===== config.mk =====
export PLATFORM = sky130hd
export DESIGN_NAME = rst_seq_ctrl
export DESIGN_NICKNAME = d
export VERILOG_FILES = /design/src/rtl/rst_seq_ctrl.sv
export SDC_FILE = /design/constraint.sdc
export NUM_CORES = 1
export LEC_CHECK = 0
export BUFFER_PORTS_ARGS = -buffer_cell sky130_fd_sc_hd__clkbuf_2
export CORE_MARGIN = 8
export CORE_UTILIZATION = 59
export DETAILED_ROUTE_END_ITERATION = 6
export HOLD_SLACK_MARGIN = 0.1
export PLACE_DENSITY_LB_ADDON = 0.12
export SETUP_SLACK_MARGIN = 0.2
export SLEW_MARGIN = 20
export SYNTH_ARGS = -nofsm -noshare
export SYNTH_HDL_FRONTEND = slang
export SYNTH_SLANG_ARGS = --single-unit

===== constraint.sdc =====
create_clock -name CLK -period 1.84 [get_ports CLK]
set_input_delay 0.368 -clock CLK [delete_from_list [all_inputs] [get_ports CLK]]
set_output_delay 0.368 -clock CLK [all_outputs]
set_load 0.01 [all_outputs]

===== src/rtl/rst_seq_ctrl.sv =====
// Per-domain reset sequencer: stretches the incoming reset, releases NUM_CH
// channel resets at a fixed spacing, then serves per-channel software resets.
module rst_seq_ctrl #(
  parameter int NUM_CH  = 3,
  parameter int STRETCH = 4,
  parameter int GAP     = 2,
  parameter int NO_STG  = 2
) (
  input  logic              CLK,
  input  logic              RST,
  input  logic [NUM_CH-1:0] SW_RST_REQ,
  output logic [NUM_CH-1:0] SYNC_RST,
  output logic              RST_DONE
);

  localparam int MAX_LEN = (STRETCH > GAP) ? STRETCH : GAP;
  localparam int CW      = $clog2(MAX_LEN + 1);
  localparam int IW      = (NUM_CH > 1) ? $clog2(NUM_CH) : 1;

  localparam logic [CW-1:0] STRETCH_LAST = CW'(STRETCH - 1);
  localparam logic [CW-1:0] STRETCH_LOAD = CW'(STRETCH);
  localparam logic [CW-1:0] GAP_LAST     = CW'(GAP - 1);
  localparam logic [IW-1:0] LAST_CH      = IW'(NUM_CH - 1);

  typedef enum logic [1:0] {
    ASSERT  = 2'd0,
    RELEASE = 2'd1,
    RUN     = 2'd2
  } state_t;

  state_t            state, state_nxt;
  logic [CW-1:0]     stretch_cnt, stretch_nxt;
  logic [CW-1:0]     gap_cnt, gap_nxt;
  logic [IW-1:0]     rel_idx, rel_nxt;
  logic [CW-1:0]     soft_cnt     [NUM_CH];
  logic [CW-1:0]     soft_nxt     [NUM_CH];
  logic [NUM_CH-1:0] sync_rst_nxt;
  logic              rst_done_nxt;

  logic [NUM_CH-1:0] sync_q [NO_STG];
  logic [NUM_CH-1:0] edge_q;
  logic [NUM_CH-1:0] detect;

  // Request synchroniser plus edge-detect flop. These run in every state so
  // that a level held through reset is absorbed before RUN is reached.
  always_ff @(posedge CLK) begin
    if (!RST) begin
      // NOTE: every synchroniser stage is cleared explicitly; a stale 0->1
      // history surviving reset would fire a spurious soft reset later.
      for (int s = 0; s < NO_STG; s++) sync_q[s] <= '0;
      edge_q <= '0;
    end else begin
      // NOTE: non-blocking assignments make each stage take the previous
      // stage's old value, giving a true shift chain regardless of order.
      sync_q[0] <= SW_RST_REQ;
      for (int s = 1; s < NO_STG; s++) sync_q[s] <= sync_q[s-1];
      edge_q <= sync_q[NO_STG-1];
    end
  end

  assign detect = sync_q[NO_STG-1] & ~edge_q;

  always_ff @(posedge CLK) begin
    if (!RST) begin
      state       <= ASSERT;
      stretch_cnt <= '0;
      gap_cnt     <= '0;
      rel_idx     <= '0;
      for (int i = 0; i < NUM_CH; i++) soft_cnt[i] <= '0;
      SYNC_RST    <= '0;
      RST_DONE    <= 1'b0;
    end else begin
      state       <= state_nxt;
      stretch_cnt <= stretch_nxt;
      gap_cnt     <= gap_nxt;
      rel_idx     <= rel_nxt;
      for (int i = 0; i < NUM_CH; i++) soft_cnt[i] <= soft_nxt[i];
      SYNC_RST    <= sync_rst_nxt;
      RST_DONE    <= rst_done_nxt;
    end
  end

  always_comb begin
    // NOTE: every output of this block gets a default first, so no path
    // through the case leaves a variable unassigned and no latch is inferred.
    state_nxt    = state;
    stretch_nxt  = stretch_cnt;
    gap_nxt      = gap_cnt;
    rel_nxt      = rel_idx;
    sync_rst_nxt = SYNC_RST;
    for (int i = 0; i < NUM_CH; i++) soft_nxt[i] = soft_cnt[i];

    case (state)
      ASSERT: begin
        if (stretch_cnt == STRETCH_LAST) begin
          stretch_nxt     = '0;
          gap_nxt         = '0;
          rel_nxt         = '0;
          sync_rst_nxt[0] = 1'b1;
          state_nxt       = (NUM_CH == 1) ? RUN : RELEASE;
        end else begin
          stretch_nxt = stretch_cnt + 1'b1;
        end
      end

      RELEASE: begin
        if (gap_cnt == GAP_LAST) begin
          gap_nxt = '0;
          rel_nxt = rel_idx + 1'b1;
          for (int i = 0; i < NUM_CH; i++) begin
            if (IW'(i) == rel_nxt) sync_rst_nxt[i] = 1'b1;
          end
          if (rel_nxt == LAST_CH) state_nxt = RUN;
        end else begin
          gap_nxt = gap_cnt + 1'b1;
        end
      end

      RUN: begin
        // A fresh edge reloads the counter, so a retrigger extends the reset
        // without the output ever returning high in between.
        for (int i = 0; i < NUM_CH; i++) begin
          if (detect[i]) begin
            soft_nxt[i] = STRETCH_LOAD;
          end else if (soft_cnt[i] != '0) begin
            soft_nxt[i] = soft_cnt[i] - 1'b1;
          end
          sync_rst_nxt[i] = (soft_nxt[i] == '0);
        end
      end

      default: begin
        state_nxt    = ASSERT;
        sync_rst_nxt = '0;
      end
    endcase

    rst_done_nxt = (state_nxt == RUN);
    for (int i = 0; i < NUM_CH; i++) begin
      if (soft_nxt[i] != '0) rst_done_nxt = 1'b0;
    end
  end

endmodule


# --- Word-level counts from Yosys, hierarchy flattened ---
# Memory sizes are Yosys's and may differ from the RTL's.
# Index checks and enable logic that the tools add are counted.
classes:
  n_addsub: 6
  bitwise: 9
  n_eq_ne: 13
  muxes: 35
  n_reduce_logical: 18
ops:
  columns: ["op", "count"]
  rows:
  - ["2-to-1 mux 3 bit", 18]
  - ["nonzero test 3 bit", 6]
  - ["one-hot mux 2 bit (3 select lines)", 2]
  - ["AND reduction 3 bit", 4]
  - ["2-to-1 mux 2 bit", 5]
  - ["!= test 2 bit, second input constant", 5]
  - ["zero test 3 bit", 3]
  - ["2-to-1 mux 9 bit", 1]
  - ["subtractor 3 x 1 -> 3 bit, second input constant", 3]
  - ["adder 3 x 1 -> 3 bit, second input constant", 2]
  - ["== test 2 bit, second input constant", 3]
  - ["2-to-1 mux 1 bit", 6]
  - ["one-hot mux 3 bit (2 select lines)", 1]
  - ["bitwise OR 1 bit", 5]
  - ["zero test 2 bit", 2]
  - ["one-hot mux 2 bit (2 select lines)", 1]
  - ["OR reduction 4 bit", 1]
  - ["AND 3 bit", 1]
  - ["== test 3 x 1 -> 1 bit, second input constant", 1]
  - ["== test 3 x 2 -> 1 bit, second input constant", 1]
  - ["NOT 3 bit", 1]
  - ["one-hot mux 1 bit (3 select lines)", 1]
  - ["adder 2 x 1 -> 2 bit, second input constant", 1]
  - ["== test 1 x 2 -> 1 bit, first input constant", 1]
  - ["other kinds (5)", 6]
totals:
  memories: 2
  output_inout_bits: 4
  elab_cells: 92
  inputBits: 5
  register_bits: 17
  ram_bits: 15
mem_list:
  columns: ["name", "depth", "width", "rd", "rd_ports_with_merged_regs", "wr", "line_no", "rtl"]
  rows:
  - ["soft_cnt", 3, 3, 3, 0, 3, "35", "logic [CW-1:0] soft_cnt [NUM_CH];"]
  - ["sync_q", 2, 3, 2, 0, 2, "40", "logic [NUM_CH-1:0] sync_q [NO_STG];"]

# --- Logic depth before layout (Yosys ltp) ---
# Gate-level depths: netlist of run 1.
logic_depth:
  word_depth: 7
  mapped_depth: 9
  depth_no_buf: 9

# --- Worst setup path before layout of run 1 ---
# Ideal clock, no wire load.
synth_path:
  path_type: "reg2reg"
  start: "register state[0]"
  end: "register RST_DONE"
  path_buffers: 2
  slack_ps: 219
  setup_time_ps: 87
  t_arrival_ps: 1533
  t_required_ps: 1753
  stages_incl_launch_ff: 10
  period_less_slack_ps: 1621
  cell_sequence: "dfxtp_1 > inv_1 > ha_1 > buf_6 > clkinv_2 > buf_6 > nor2_1 > a32oi_1 > nand4_1 > nor4b_2"
synth_via:
  elab_chain_cells: 4
  elab_cells_between_ends: 13
  cone_classes: "eq/ne: 3; mux: 5; reduce/logical: 5"
synth_lines:
  columns: ["element", "line_no", "rtl"]
  rows:
  - ["start: declaration", "31", "state_t state, state_nxt;"]
  - ["start signal: assignment", "73", "state <= state_nxt;"]
  - ["2-to-1 mux 2 bit or == test 2 bit (tied branches)", "113, 93", null]
  - ["2-to-1 mux 2 bit or 2-to-1 mux 9 bit (tied branches)", "107, 93", null]
  - ["one-hot mux 2 bit (3 select lines) or nonzero test 3 bit (tied branches)", "93, 140", null]
  - ["== test 2 bit or OR reduction 4 bit (tied branches)", null, null]
  - ["end signal: assignment", "79", "RST_DONE <= rst_done_nxt;"]
  - ["end: declaration", "13", "output logic RST_DONE"]
# Parallel ways exist; a longest one is shown, timed or not.
# A chain may end at the register's enable or synchronous reset.

==> flow_metrics.env, run 1 <==
export IMPL_tritoncts="yes"
export IMPL_async_reset_ff_share_pct=0
export IMPL_synth_lib_cells_used_distinct=45
export IMPL_cp_common_cell="inv_1"
export IMPL_grt_setup_unrepaired="true"
export IMPL_grt_use_total_pct=17.0
export IMPL_worstSetupEndpointType="flop"
export IMPL_core_area_um2=2780
export IMPL_power_share_clock_pct=31.7
export IMPL_boundaryPins=9
export IMPL_worst_setup_hold_path_clk_slew_ns=0.10
export IMPL_total_switching_power_uw=578
export IMPL_outcome="finished, final reports clean"
export IMPL_fin_crit_ns=1.70
export IMPL_final_layout_fill_cell_count=171
export IMPL_max_slew_margin_rel_pct=75.0
export IMPL_setup_worst_path_start_class="flop"
export IMPL_fraction_of_power_spent_switching_nets_pct=29.8
export IMPL_max_clock_path_buffers=2
export IMPL_final_setup_tns_ns=0
export IMPL_postCtsHoldBufs=0
export IMPL_cellLeakagePower_uw=0.000874
export IMPL_critPathMaxFanout=2
export IMPL_detailroute_via_count=1482
export IMPL_syn_num_nets=217
export IMPL_worst_hold_path_type="input pin to flop"
export IMPL_setup_violations=0
export IMPL_post_synth_inst_count=195
export IMPL_cts_num_sinks=32
export IMPL_antenna_violating_nets_post_route=0
export IMPL_largest_incremental_delay_on_the_critical_path_ns=0.33
export IMPL_fin_cells=257
export IMPL_cp_slowest_cell="dfxtp_2"
export IMPL_cap_viol_max_count=0
export IMPL_cp_required_ns=2.11
export IMPL_cts_root_buf="clkbuf_4"
export IMPL_place_gp_congestion=0.813
export IMPL_synth_edff_count=0
export IMPL_area_sequential_um2=651
export IMPL_route_detailed_wl_per_inst_um=16.9
export IMPL_wirelength_um=4340
export IMPL_drive_gt1_share_pct=39.4
export IMPL_critical_path_cell_chain="inv_1 > ha_4 > inv_1 > ha_2 > inv_1 > a31oi_1 > nor3_1 > nand3_1 > nor4b_4"
export IMPL_total_count_of_hold_check_failures_in_the_final_report=0
export IMPL_tightest_slew_ns=0.372
export IMPL_htree_num_levels=2
export IMPL_dp_worst_setup_slack_ns=0.0250
export IMPL_route_detailed_drc=0
export IMPL_critical_path_arrival_ns=1.97
export IMPL_worst_ir_drop_vdd_mv=0.791
export IMPL_fp_dieArea_um2=4940
export IMPL_synth_area_leaders="dfxtp_1 (37%), ha_1 (12%), and2_1 (5.8%)"
export IMPL_yosys_most_used_dff="dfxtp_1"
export IMPL_final_setup_skew_ns=0.0117
export IMPL_netlist_area_leader_share_pct=36.8
export IMPL_max_freq_mhz=588
export IMPL_criticalPathCategory="flop to flop"
export IMPL_cell_rows=19
export IMPL_ys_seq_area_share_pct=36.8
export IMPL_areaGrowthSynthToFinish_pct=28.3
export IMPL_antenna_found_initial=0
export IMPL_power_per_cell_area_nw_per_um2=869
export IMPL_first_global_vias=1482
export IMPL_insertedDiodeCount=0
export IMPL_overflow=0
export IMPL_synth_warnings=0
export IMPL_io_buffers=8
export IMPL_finalCoreUtilization_pct=80.3
export IMPL_maximum_number_of_pins_on_one_net_before_global_route_repair=32
export IMPL_die_y_um=70.3
export IMPL_final_critical_path_setup_slack_ns=0.141
export IMPL_dieWidth_um=70.3
export IMPL_total_power_uw=1940
export IMPL_ys_seq_elements=32
export IMPL_intPower_uw=1360
export IMPL_drt_first_iter_violations=105
export IMPL_initial_utilization_pct=62.6
export IMPL_power_share_combinational_pct=28.5
export IMPL_post_place_cells=234
export IMPL_final_cycle_share_pct=92.3
export IMPL_grt_first_pass_wirelength_um=6900
export IMPL_netlist_area_pre_place_um2=1740
export IMPL_final_max_slew_viol_count=0
export IMPL_multiInputGateArea_um2=1140
export IMPL_synth_top_cell_by_area="dfxtp_1"
export IMPL_viasPerCell=5.77
export IMPL_detail_route_first_pass_iterations=4
export IMPL_syn_mean_instance_area_um2=8.93
export IMPL_later_pin_clock_latency_in_the_skew_report_ns=0.35
export IMPL_post_dp_hpwl_um=2500
export IMPL_cts_buffers=5
export IMPL_final_net_count=247
export IMPL_p_seq_share_pct=39.8
[state kept, by name (all words and copies together) (netlist names)]
register	count
rel_idx	2
RST_DONE	1
gap_cnt	3
soft_cnt	9
edge_q	3
SYNC_RST	3
state	2
stretch_cnt	3
sync_q	6
[per-stage QoR]
stage	hold slack [ns]	area (um^2)
global placement	0.418	1820
detailed placement	0.423	1820
CTS	0.230	2110
finish	0.218	2230
floorplan	0.412	1740
global route	0.224	2230
[cells by family (layout without fill, tap and decap cells)]
| kind of cell | Yosys count | count (layout) | synth area share, % |
|---|---|---|---|
| AOI/OAI and AO/OA | 43 | 43 | 18.0 |
| muxes | 2 | 2 | 1.15 |
| buffers and inverters | 34 | 65 | 8.70 |
| DFF | 32 | 32 | 36.8 |
| adders and majority gates | 17 | 17 | 12.2 |
| and+or+nand+nor | 67 | 67 | 23.1 |
[area by class of cell]
cell class / count / share of cell area (%)
well taps: 31 / 1.74
flip-flops and latches: 32 / 29.1
clock buffers: 7 / 2.91
repair buffers: 30 / 9.19
clock inverters: 1 / 1.34
inverters: 27 / 4.76
multi-input cells: 129 / 50.9
[layer usage]
layer	GRT usage (%)	routed length, um
met4	5.36	55
met2	28.2	2110
met5	0	0
met1	20.5	1930
met3	5.08	242
[worst paths after layout]
path                            slack, ns  cells past startpoint            from      endpoint
worst max-delay path                 0.14                      9  soft_cnt[0][4]      RST_DONE
worst min-delay path                 0.22                      2   SW_RST_REQ[1]  sync_q[0][1]
worst max register to register       0.14                      9  soft_cnt[0][4]      RST_DONE
worst min register to register       0.45                      1    sync_q[0][2]  sync_q[0][5]
[critical path: cells and delay by family, from the launching register on]
family	cells	cell delay (ns)
AND/OR/NAND/NOR	3	0.57
AO/OA/AOI/OAI	1	0.14
buffers and inverters	3	0.23
flip-flops	1	0.33
adder cells (fa/ha/maj)	2	0.35
[timing repair]
| action | CTS | global route |
|---|---|---|
| pin swaps | 13 | 9 |
| setup buffers | 13 | 2 |
| resized for setup | 34 | 23 |
| endpoints found under the setup margin | 5 | 8 |
[power by group through the flow]
| stage | Sequential, uW | Clock (uW) | Combinational, uW |
|---|---|---|---|
| finish | 772 | 616 | 554 |
| global placement | 781 | 0 | 371 |
| CTS | 768 | 610 | 443 |
| detailed placement | 784 | 0 | 386 |
| floorplan | 781 | 0 | 276 |
| global route | 776 | 647 | 594 |
[Yosys cell counts (3+ instances only)]
cell,instances
nor2b_1,12
o21ai_1,3
nor4_1,3
inv_1,26
ha_1,17
nor2_1,4
a31oi_1,3
a21oi_1,8
and2_1,16
nand2_1,9
o21ai_0,6
buf_6,3
nand3b_1,3
nand2b_1,5
dfxtp_1,32
nand3_1,6
clkbuf_1,4
[layout by cell type (no fill, tap or decap), types with 3 or more instances in the layout]
cell type / synthesis / layout
inv_1: 26 / 15
o21ai_0: 6 / 4
buf_4: 0 / 22
inv_2: 0 / 11
ha_1: 17 / 6
dfxtp_1: 32 / 24
clkbuf_2: 0 / 8
nand3_1: 6 / 6
nand3b_1: 3 / 3
a21oi_1: 8 / 4
nand2b_1: 5 / 4
and2_1: 16 / 16
ha_2: 0 / 3
nor2b_1: 12 / 12
nor4_1: 3 / 3
a21oi_2: 0 / 4
o21ai_2: 0 / 3
nor2_1: 4 / 4
dfxtp_2: 0 / 8
ha_4: 0 / 8
nand2_1: 9 / 9
clkbuf_4: 0 / 5
Note: power is estimated with default switching activity, not from simulation.
==> run 2, diff against run 1 <==
--- a/config.mk
+++ b/config.mk
@@ -9,6 +9,7 @@
 export CORE_MARGIN = 8
 export CORE_UTILIZATION = 59
 export DETAILED_ROUTE_END_ITERATION = 6
+export GPL_TIMING_DRIVEN = 0
 export HOLD_SLACK_MARGIN = 0.1
 export PLACE_DENSITY_LB_ADDON = 0.12
 export SETUP_SLACK_MARGIN = 0.2
==> flow_metrics.env, run 2 (synthesized netlist as in run 1, its figures left out) <==
export IMPL_power_share_combinational_pct=28.9
export IMPL_later_pin_clock_latency_in_the_skew_report_ns=0.35
export IMPL_power_per_cell_area_nw_per_um2=826
export IMPL_multiInputGateArea_um2=1160
export IMPL_post_route_design_area_um2=2360
export IMPL_largest_register_ffs=9
export IMPL_core_area_um2=2780
export IMPL_criticalPathCategory="flop to flop"
export IMPL_wirelength_um=5060
export IMPL_antenna_violating_nets_post_route=0
export IMPL_cts_num_sinks=32
export IMPL_fraction_of_power_spent_switching_nets_pct=30.1
export IMPL_grt_use_total_pct=16.4
export IMPL_detail_route_first_pass_iterations=4
export IMPL_viasPerCell=6.04
export IMPL_io_buffers=8
export IMPL_total_switching_power_uw=587
export IMPL_place_gp_congestion=0.794
export IMPL_mostFrequentLayoutCells="dfxtp_1 (24), buf_4 (23), inv_1 (18)"
export IMPL_place_area_um2=1820
export IMPL_drive_gt1_share_pct=41.6
export IMPL_worst_hold_path_type="input pin to flop"
export IMPL_tightest_slew_ns=0.491
export IMPL_critPathMaxFanout=7
export IMPL_cellLeakagePower_uw=0.000935
export IMPL_p_seq_share_pct=39.7
export IMPL_grt_setup_unrepaired="true"
export IMPL_cap_viol_max_count=0
export IMPL_critical_path_arrival_ns=2.03
export IMPL_setup_violations=0
export IMPL_cts_buffers=5
export IMPL_overflow=0
export IMPL_antenna_found_initial=0
export IMPL_fin_crit_ns=1.78
export IMPL_cp_common_cell="buf_6"
export IMPL_tritoncts="yes"
export IMPL_final_cycle_share_pct=96.7
export IMPL_cts_root_buf="clkbuf_4"
export IMPL_maximum_number_of_pins_on_one_net_before_global_route_repair=11
export IMPL_first_global_vias=1517
export IMPL_boundaryPins=9
export IMPL_worstSetupEndpointType="flop"
export IMPL_grt_first_pass_wirelength_um=6800
export IMPL_setup_worst_path_start_class="flop"
export IMPL_max_clock_path_buffers=2
export IMPL_fp_dieArea_um2=4940
export IMPL_drt_first_iter_violations=191
export IMPL_largest_incremental_delay_on_the_critical_path_ns=0.38
export IMPL_finalCoreUtilization_pct=84.8
export IMPL_critical_path_cell_chain="inv_4 > buf_6 > ha_4 > buf_6 > a21boi_4 > buf_6 > buf_6 > o22ai_1 > a22oi_1 > nor2b_1"
export IMPL_final_net_count=259
export IMPL_die_y_um=70.3
export IMPL_final_setup_tns_ns=0
export IMPL_initial_utilization_pct=62.6
export IMPL_intPower_uw=1360
export IMPL_outcome="finished, final reports clean"
export IMPL_worst_setup_hold_path_clk_slew_ns=0.10
export IMPL_final_layout_fill_cell_count=149
export IMPL_power_share_clock_pct=31.5
export IMPL_total_count_of_hold_check_failures_in_the_final_report=0
export IMPL_detailroute_via_count=1626
export IMPL_final_setup_skew_ns=0.0247
export IMPL_worst_ir_drop_vdd_mv=0.857
export IMPL_areaGrowthSynthToFinish_pct=35.5
export IMPL_cell_rows=19
export IMPL_dp_worst_setup_slack_ns=-0.0750
export IMPL_post_dp_hpwl_um=2570
export IMPL_max_slew_margin_rel_pct=67.3
export IMPL_final_critical_path_setup_slack_ns=0.0604
export IMPL_max_freq_mhz=562
export IMPL_dieWidth_um=70.3
export IMPL_top_regs="soft_cnt x9, sync_q x6"
export IMPL_insertedDiodeCount=0
export IMPL_route_detailed_wl_per_inst_um=18.8
export IMPL_final_max_slew_viol_count=0
export IMPL_cp_required_ns=2.09
export IMPL_htree_num_levels=2
export IMPL_route_detailed_drc=0
export IMPL_cp_slowest_cell="dfxtp_2"
export IMPL_area_sequential_um2=653
export IMPL_commonest_non_fill_non_tap_cell_in_the_layout="dfxtp_1"
export IMPL_max_flop_register="soft_cnt"
==> run 2: power by group through the flow <==
stage	registers [uW]	logic (uW)	clock network, uW
final	773	563	613
after global routing	777	607	637
after CTS	766	401	608
after detailed placement	783	360	0
after global placement	781	349	0
after floorplan	781	276	0
==> run 2: critical path: cells and delay by family (launching register included) <==
family	cells	cell delay [ns]
DFF	1	0.38
adders and majority gates	1	0.15
AOI/OAI and AO/OA	3	0.41
buffers and inverters	5	0.54
and+or+nand+nor	1	0.23
==> run 2: worst paths after layout <==
check | to | slack [ns] | cells after the start | from
min | sync_q[0][1] | 0.24 | 2 | SW_RST_REQ[1]
max reg2reg | gap_cnt[1] | 0.06 | 10 | state[0]
min reg2reg | sync_q[0][5] | 0.44 | 1 | sync_q[0][2]
max | gap_cnt[1] | 0.06 | 10 | state[0]
==> run 2: final cells by class <==
| class | instances | area share (%) |
|---|---|---|
| Multi-Input combinational cell | 129 | 49.1 |
| Sequential cell | 32 | 27.7 |
| Timing Repair Buffer | 35 | 10.9 |
| Inverter | 27 | 4.51 |
| Clock buffer | 7 | 2.76 |
| Buffer | 7 | 2.12 |
| Tap cell | 31 | 1.64 |
| Clock inverter | 1 | 1.27 |
==> run 2: per-layer routing <==
metal	up-vias	part of all wire (%)	GRT usage, %	routed length, um
met5	-	0	0	0
met3	17	8.4	6.21	427
met1	782	42	19.7	2130
met2	77	47	25.7	2370
li1	750	-	-	-
met4	0	2.8	6.70	140
==> run 2: repair_timing <==
action	CTS	global route
endpoints found under the setup margin	8	11
gates cloned	1	0
hold buffers	0	0
pin swaps	10	19
gates resized for setup	26	44
buffers inserted	12	14
==> run 2: stage by stage <==
stage               hold slack (ns)  instances  power (uW)
floorplan                     0.412        195        1060
detailed placement            0.426        234        1140
global placement              0.417        234        1130
CTS                           0.222        255        1770
global route                  0.227        269        2020
finish                        0.237        269        1950
==> run 3, diff against run 2 <==
--- a/config.mk
+++ b/config.mk
@@ -8,10 +8,12 @@
 export BUFFER_PORTS_ARGS = -buffer_cell sky130_fd_sc_hd__clkbuf_2
 export CORE_MARGIN = 8
 export CORE_UTILIZATION = 59
+export CTS_CLUSTER_DIAMETER = 200
 export DETAILED_ROUTE_END_ITERATION = 6
 export GPL_TIMING_DRIVEN = 0
 export HOLD_SLACK_MARGIN = 0.1
 export PLACE_DENSITY_LB_ADDON = 0.12
+export RECOVER_POWER = 100
 export SETUP_SLACK_MARGIN = 0.2
 export SLEW_MARGIN = 20
 export SYNTH_ARGS = -nofsm -noshare
==> flow_metrics.env, run 3 (synthesized netlist as in run 1, its figures left out) <==
export IMPL_outcome="finished, final reports clean"
export IMPL_whs_path_depth=2
export IMPL_power_per_cell_area_nw_per_um2=829
export IMPL_total_count_of_hold_check_failures_in_the_final_report=0
export IMPL_largest_register_ffs=9
export IMPL_setup_worst_path_start_class="flop"
export IMPL_final_critical_path_setup_slack_ns=0.0784
export IMPL_place_gp_congestion=0.794
export IMPL_post_route_design_area_um2=2350
export IMPL_critical_path_reg2reg_startpoint="state[0]"
export IMPL_maximum_number_of_pins_on_one_net_before_global_route_repair=11
export IMPL_overflow=0
export IMPL_cts_num_sinks=32
export IMPL_die_y_um=70.3
export IMPL_total_power_uw=1950
export IMPL_viasPerCell=6.05
export IMPL_boundaryPins=9
export IMPL_route_detailed_drc=0
export IMPL_antenna_violating_nets_post_route=0
export IMPL_grt_first_pass_wirelength_um=6800
export IMPL_worst_setup_hold_path_clk_slew_ns=0.10
export IMPL_p_seq_share_pct=39.7
export IMPL_max_slew_margin_rel_pct=67.1
export IMPL_holdPathEnd="sync_q[0][1]"
export IMPL_power_share_clock_pct=31.5
export IMPL_critPathMaxFanout=7
export IMPL_cts_buffers=5
export IMPL_mostFrequentLayoutCells="dfxtp_1 (24), buf_4 (23), inv_1 (18)"
export IMPL_hold_path_startpoint="SW_RST_REQ[1]"
export IMPL_core_area_um2=2780
export IMPL_fp_dieArea_um2=4940
export IMPL_dieWidth_um=70.3
export IMPL_drt_first_iter_violations=202
export IMPL_total_switching_power_uw=586
export IMPL_initial_utilization_pct=62.6
export IMPL_worst_r2r_setup_slack_ns=0.08
export IMPL_worstSetupEndpointType="flop"
export IMPL_fraction_of_power_spent_switching_nets_pct=30.1
export IMPL_grt_use_total_pct=16.4
export IMPL_max_flop_register="soft_cnt"
export IMPL_detailroute_via_count=1627
export IMPL_cellLeakagePower_uw=0.000913
export IMPL_areaGrowthSynthToFinish_pct=34.8
export IMPL_cell_rows=19
export IMPL_grt_setup_unrepaired="true"
export IMPL_r2r_cells=10
export IMPL_criticalPathCategory="flop to flop"
export IMPL_tritoncts="yes"
export IMPL_final_setup_skew_ns=0.0234
export IMPL_commonest_non_fill_non_tap_cell_in_the_layout="dfxtp_1"
export IMPL_fin_crit_ns=1.76
export IMPL_detail_route_first_pass_iterations=4
export IMPL_final_cycle_share_pct=95.7
export IMPL_power_share_combinational_pct=28.8
export IMPL_setup_violations=0
export IMPL_cts_root_buf="clkbuf_4"
export IMPL_io_buffers=8
export IMPL_htree_num_levels=2
export IMPL_route_detailed_wl_per_inst_um=18.7
export IMPL_max_clock_path_buffers=2
export IMPL_insertedDiodeCount=0
export IMPL_top_regs="soft_cnt x9, sync_q x6"
export IMPL_antenna_found_initial=0
export IMPL_dp_worst_setup_slack_ns=-0.0750
export IMPL_first_global_vias=1517
export IMPL_final_max_slew_viol_count=0
export IMPL_final_net_count=259
export IMPL_drive_gt1_share_pct=39.1
export IMPL_critical_path_arrival_ns=2.02
export IMPL_worst_ir_drop_vdd_mv=0.860
export IMPL_cp_required_ns=2.09
export IMPL_later_pin_clock_latency_in_the_skew_report_ns=0.35
export IMPL_place_area_um2=1820
export IMPL_worst_hold_path_type="input pin to flop"
export IMPL_post_dp_hpwl_um=2570
export IMPL_wirelength_um=5030
export IMPL_tightest_slew_ns=0.494
export IMPL_cap_viol_max_count=0
export IMPL_intPower_uw=1360
export IMPL_max_freq_mhz=568
export IMPL_r2r_end="gap_cnt[1]"
-- run 3: area by class of cell --
type                    instances  area (um^2)
fillers                       152          435
inverters                      27          106
repair buffers                 35          251
flip-flops and latches         32          653
well taps                      31         38.8
clock buffers                   7         65.1
plain buffers                   7         50.0
multi-input cells             129         1150
clock inverters                 1         30.0
-- run 3: metal layers --
metal / up-vias / track usage, % / wire [um]
met5: - / 0 / 0
met4: 0 / 6.70 / 145
met3: 17 / 6.21 / 423
met2: 72 / 25.7 / 2320
met1: 786 / 19.7 / 2140
li1: 752 / - / -
-- run 3: worst max-delay path by stage --
| stage | slack, ns | start | endpoint |
|---|---|---|---|
| 3_5_place_dp | -0.07 | state[0] | RST_DONE |
| 3_3_place_gp | -0.005 | state[0] | RST_DONE |
| 2_1_floorplan | 0.22 | state[0] | RST_DONE |
| 6_report | 0.08 | state[0] | gap_cnt[1] |
| 5_1_grt | -0.001 | state[0] | RST_DONE |
| 4_1_cts | 0.11 | state[0] | RST_DONE |
-- run 3: metrics by stage --
step | cells | utilization (%) | hold slack, ns | setup TNS (ns)
6_report | 269 | 84.3 | 0.237 | 0
5_1_grt | 269 | 84.3 | 0.227 | -0.00150
4_1_cts | 255 | 74.7 | 0.222 | 0
3_5_place_dp | 234 | 65.4 | 0.426 | -0.109
3_3_place_gp | 234 | 65.4 | 0.417 | -0.00474
2_1_floorplan | 195 | - | 0.412 | 0
-- run 3: repair_timing --
action / CTS / global route
cloned: 1 / 0
endpoints found under the setup margin: 8 / 11
setup buffers: 12 / 14
hold buffers: 0 / 0
resized for setup: 26 / 44
pin swaps: 10 / 19
-- run 3: power groups by stage --
stage / Sequential (uW) / Clock, uW / Combinational, uW
3_3_place_gp: 781 / 0 / 349
4_1_cts: 766 / 608 / 401
2_1_floorplan: 781 / 0 / 276
3_5_place_dp: 783 / 0 / 360
5_1_grt: 777 / 637 / 604
6_report: 773 / 613 / 560
-- run 3: worst max-delay path, stage by stage, from the launching register on --
cell,delay (ns)
dfxtp_2,0.38
inv_4,0.06
buf_6,0.11
ha_4,0.15
buf_6,0.12
a21boi_4,0.15
buf_6,0.13
buf_6,0.12
o22ai_1,0.14
a22oi_1,0.12
nor2b_1,0.21
